File: src/rtl/channel_reader.sv
// channel_reader: drains a bank of event-logger channels onto a byte-wide
// host link. Each frame is a header byte and, unless the channel reported an
// overrun, eight data bytes read through the shared byteaddr select. A frame
// ends with a single-cycle unload (data frame) or clearoverrun (overrun frame)
// pulse. A holdoff period follows, after which channels are scanned round-robin.
module channel_reader #(
    parameter int NCH     = 4,
    parameter int HOLDOFF = 3
) (
    input  logic             clk,
    input  logic             rst,
    input  logic [NCH-1:0]   attention,
    input  logic [NCH-1:0]   overrun,
    input  logic [8*NCH-1:0] chdata,
    output logic [2:0]       byteaddr,
    output logic [NCH-1:0]   unload,
    output logic [NCH-1:0]   clearoverrun,
    output logic [7:0]       tx_data,
    output logic             tx_valid,
    input  logic             tx_ready
);

    localparam logic [2:0] IDLE = 3'd0;
    localparam logic [2:0] HDR  = 3'd1;
    localparam logic [2:0] SEL  = 3'd2;
    localparam logic [2:0] DATA = 3'd3;
    localparam logic [2:0] POP  = 3'd4;
    localparam logic [2:0] HOLD = 3'd5;

    logic [2:0] state_r;
    logic [3:0] ch_r;
    logic       ovf_r;
    logic [3:0] last_r;
    logic [3:0] hold_cnt_r;

    logic       hi_found_s;
    logic [3:0] hi_pick_s;
    logic [3:0] lo_pick_s;
    logic [3:0] pick_s;
    logic       pick_ovr_s;
    logic [7:0] sel_data_s;

    // One-hot strobe vector for the channel being served.
    function automatic logic [NCH-1:0] onehot(input logic [3:0] idx);
        logic [NCH-1:0] r;
        r = '0;
        for (int i = 0; i < NCH; i++) begin
            r[i] = (4'(i) == idx);
        end
        return r;
    endfunction

    // Round-robin pick: lowest requester above the last served channel,
    // otherwise wrap to the lowest requester overall.
    always_comb begin
        hi_found_s = 1'b0;
        hi_pick_s  = 4'd0;
        lo_pick_s  = 4'd0;
        for (int i = NCH - 1; i >= 0; i--) begin
            lo_pick_s  = attention[i] ? 4'(i) : lo_pick_s;
            hi_pick_s  = (attention[i] && (4'(i) > last_r)) ? 4'(i) : hi_pick_s;
            hi_found_s = hi_found_s | (attention[i] && (4'(i) > last_r));
        end
        pick_s = hi_found_s ? hi_pick_s : lo_pick_s;
    end

    // Per-channel muxes: overrun flag of the candidate and data of the served channel.
    always_comb begin
        pick_ovr_s = 1'b0;
        sel_data_s = 8'h00;
        for (int i = 0; i < NCH; i++) begin
            pick_ovr_s = (4'(i) == pick_s) ? overrun[i] : pick_ovr_s;
            sel_data_s = (4'(i) == ch_r) ? chdata[8*i +: 8] : sel_data_s;
        end
    end

    // Frame sequencer; every output is registered and strobes default low.
    always_ff @(posedge clk) begin
        if (rst) begin
            state_r      <= IDLE;
            ch_r         <= 4'd0;
            ovf_r        <= 1'b0;
            last_r       <= 4'(NCH - 1);
            hold_cnt_r   <= 4'd0;
            byteaddr     <= 3'd0;
            unload       <= '0;
            clearoverrun <= '0;
            tx_data      <= 8'h00;
            tx_valid     <= 1'b0;
        end else begin
            unload       <= '0;
            clearoverrun <= '0;
            case (state_r)
                IDLE: begin
                    if (|attention) begin
                        ch_r     <= pick_s;
                        ovf_r    <= pick_ovr_s;
                        tx_data  <= {1'b1, pick_ovr_s, 2'b00, pick_s};
                        tx_valid <= 1'b1;
                        state_r  <= HDR;
                    end else begin
                        state_r  <= IDLE;
                    end
                end
                HDR: begin
                    if (tx_ready) begin
                        tx_valid <= 1'b0;
                        if (ovf_r) begin
                            // Overrun frame is the header alone.
                            clearoverrun <= onehot(ch_r);
                            hold_cnt_r   <= 4'd0;
                            state_r      <= HOLD;
                        end else begin
                            byteaddr <= 3'd0;
                            state_r  <= SEL;
                        end
                    end else begin
                        state_r <= HDR;
                    end
                end
                SEL: begin
                    // chdata has had a full cycle to settle on the new byteaddr.
                    tx_data  <= sel_data_s;
                    tx_valid <= 1'b1;
                    state_r  <= DATA;
                end
                DATA: begin
                    if (tx_ready) begin
                        tx_valid <= 1'b0;
                        if (byteaddr == 3'd7) begin
                            unload  <= onehot(ch_r);
                            state_r <= POP;
                        end else begin
                            byteaddr <= byteaddr + 3'd1;
                            state_r  <= SEL;
                        end
                    end else begin
                        state_r <= DATA;
                    end
                end
                POP: begin
                    hold_cnt_r <= 4'd0;
                    state_r    <= HOLD;
                end
                HOLD: begin
                    // Give the channel time to update attention after the pop/clear.
                    if (hold_cnt_r == 4'(HOLDOFF - 1)) begin
                        last_r  <= ch_r;
                        state_r <= IDLE;
                    end else begin
                        hold_cnt_r <= hold_cnt_r + 4'd1;
                    end
                end
                default: begin
                    tx_valid <= 1'b0;
                    state_r  <= IDLE;
                end
            endcase
        end
    end

endmodule

File: config.mk
export PLATFORM = sky130hd
export DESIGN_NAME = channel_reader
export DESIGN_NICKNAME = d
export VERILOG_FILES = /design/src/rtl/channel_reader.sv
export SDC_FILE = /design/constraint.sdc
export NUM_CORES = 1
export LEC_CHECK = 0
export CAP_MARGIN = 20
export CORE_ASPECT_RATIO = 1.5
export CORE_MARGIN = 4
export CORE_UTILIZATION = 38
export CTS_CLUSTER_DIAMETER = 60
export DETAILED_ROUTE_END_ITERATION = 12
export DONT_BUFFER_PORTS = 1
export SYNTH_ARGS = -nofsm -noshare
export SYNTH_HDL_FRONTEND = slang
export SYNTH_SLANG_ARGS = --single-unit
File: constraint.sdc
create_clock -name clk -period 2.6 [get_ports clk]
set_input_delay 0.78 -clock clk [delete_from_list [all_inputs] [get_ports clk]]
set_output_delay 0.78 -clock clk [all_outputs]
set_load 0.05 [all_outputs]
==> results.cfg <==
[timing]
hold_viol = 0
hold_ws_ns = 0.5556
setup_viol = 0
fmax_mhz = 553.6
skew_ns = 0.001247
slew-limit-headroom = 0.4860
period_needed_ns = 1.806
rsz0062_at_grt = no
finalCritPeriodShare = 0.6947
tightest_slew_ns = 0.7699
drv_slew = 0
setup_slack_ns = 0.7937
setup-tns-final_ns = 0

[final_layout]
nets = 234
diodes = 0
final_common_cell = dfxtp_1
drive_gt1_frac = 0.1277
postLayoutCellArea_um2 = 1831
fin_cells = 234
finish.utilization = 0.4275
area_delta_synth_final_pct = 7.732
final_cell_mix = dfxtp_1, nor2_1, a21oi_1

[worst_hold_path]
hold-path-cell-count = 2
hold_class = register to register

[synthesis]
ys_seq_elements = 32
async_reset_ff_frac = 0
postSynthCellCount = 189
ys_types = 43
yosys_warnings = 0
synth_enable_flop_cells = 0
ys.flop_type = dfxtp_1
yosysSeqAreaShare = 0.3770
syn_nets = 236
synth_area_um2 = 1699
avgSynthCellArea_um2 = 8.990

[drt]
routed_wl_um = 3870
vias = 1393
post_drt_via_cell_ratio = 5.953
drtPass1Iterations = 4
drtIter0Drc = 44
drc = 0
antenna_left = 0
wl_per_cell_um = 16.54

[power]
leakagePower_nw = 0.6531
intPower_uw = 880.3
swShare = 0.2816
pwr-share-comb = 0.123
power.share.sequential = 0.494
pwr_density_cell_nw_per_um2 = 669.4
totalPowerFinal_mw = 1.225
p_clk_frac = 0.383
ir_drop_mv = 0.3054
power.switching_uw = 345.0

[clock_network]
cts_tree = yes
clock_latency_ns = 0.28
cts_max_level = 2
postCtsHoldBufs = 0
numCtsBuffers = 5
clock_path_buffers = 2
cts-resized-gates = 0
cts_setup_buffers = 0
root_buffer = clkbuf_8
clock_sinks = 32
clk_pin_slew_ns = 0.07

[global_routing]
grt_overflow_total = 0
grtUsageMet1 = 0.1542
grt_pass1_wl_um = 6396
grtUsageMet2 = 0.2458
antenna_found_initial = 0
grt_max_degree = 27
grt_use_met3 = 0.03741
grt-busiest-layer = met2
track_usage = 0.1418
grt_pass1_vias = 1374

[floorplanning]
start_util = 0.3968
num_rows = 29
core_area_um2 = 4282
die_x_um = 62.60
die-area_um2 = 5627
die_y_um = 89.90
pin_count = 63

[placed_design]
placed_cells = 226
hpwl_um = 3045
place_area_um2 = 1719
io_buffer_count = 0
place_congestion = 0.7837
place_ws_ns = 0.5308

[setup_path]
worstRegToRegCells = 6
start_kind = register
crit_arrival_ns = 1.98
crit_type = register to register
worst-path-max-fanout = 4
required_ns = 2.78
cp-end-kind = register

[outcome]
status = finished clean

[job]
maxCapViolations = 0
## worst max-delay path, cell delays in order, from the launching register on
cell and delay (ns):
dfxtp_1 0.50, ha_1 0.31, ha_1 0.21, a21oi_1 0.23, and2_1 0.22, mux2i_1 0.20, nor2_1 0.05
## sequential cells by signal (all words and copies together), names as in the netlist
name,cells
tx_valid,1
last_r,2
ovf_r,1
byteaddr,3
state_r,3
tx_data,8
unload,4
hold_cnt_r,4
clearoverrun,4
ch_r,2
## final cells by class
type / count / area [um2]
timing repair buffer: 1 / 7.507
tap: 46 / 57.56
multi-input combinational: 142 / 994.7
fill: 429 / 2451
inverter: 5 / 18.77
sequential: 32 / 640.6
clock inverter: 3 / 42.54
clock buffer: 5 / 68.82
## cell families after synthesis
| group | count (synthesis) | share of synthesized area |
|---|---|---|
| flip-flops | 32 | 0.3770 |
| adder cells (fa/ha/maj) | 4 | 0.02946 |
| multiplexers | 11 | 0.1267 |
| XOR/XNOR | 2 | 0.01031 |
| AO/OA/AOI/OAI | 44 | 0.1745 |
| AND/OR/NAND/NOR | 81 | 0.2445 |
| buffers and inverters | 15 | 0.03755 |
## synthesized netlist by cell type, types with 2 or more instances
master,count,share of area
dfxtp_1,32,0.38
nor2_1,30,0.066
a21oi_1,12,0.035
nand2_1,11,0.024
mux4_2,8,0.11
nand2b_1,8,0.029
nor3_1,7,0.021
a22oi_1,6,0.027
o21ai_0,6,0.018
clkbuf_1,5,0.011
inv_1,5,0.011
nand3_1,5,0.015
a211oi_1,4,0.018
ha_1,4,0.029
nor2b_1,4,0.015
o22ai_1,4,0.015
a211o_1,3,0.015
and2_1,3,0.011
buf_2,3,0.0088
nand3b_1,3,0.013
mux2i_1,2,0.012
nand4_1,2,0.0074
xnor2_1,2,0.010
## layer usage
metal	routed length [um]	vias up
met5	0	-
met4	115	0
met3	231	7
met2	2057	49
met1	1465	655
li1	-	682
## worst paths after layout
check | startpoint | to | slack (ns)
setup / recovery | byteaddr[0] | byteaddr[0] | 0.79
hold / removal | hold_cnt_r[1] | hold_cnt_r[1] | 0.56
setup reg to reg | byteaddr[0] | byteaddr[0] | 0.79
hold reg to reg | hold_cnt_r[1] | hold_cnt_r[1] | 0.56
## power by group through the flow
stage                     sequential (mW)  combinational [mW]  clock, mW
final                               0.605               0.150      0.470
after global routing                0.614               0.167      0.496
after CTS                           0.606               0.151      0.481
after detailed placement            0.617               0.150          0
after global placement              0.616               0.147          0
after floorplan                     0.584               0.159          0
Note: power is estimated with default switching activity, not from simulation.
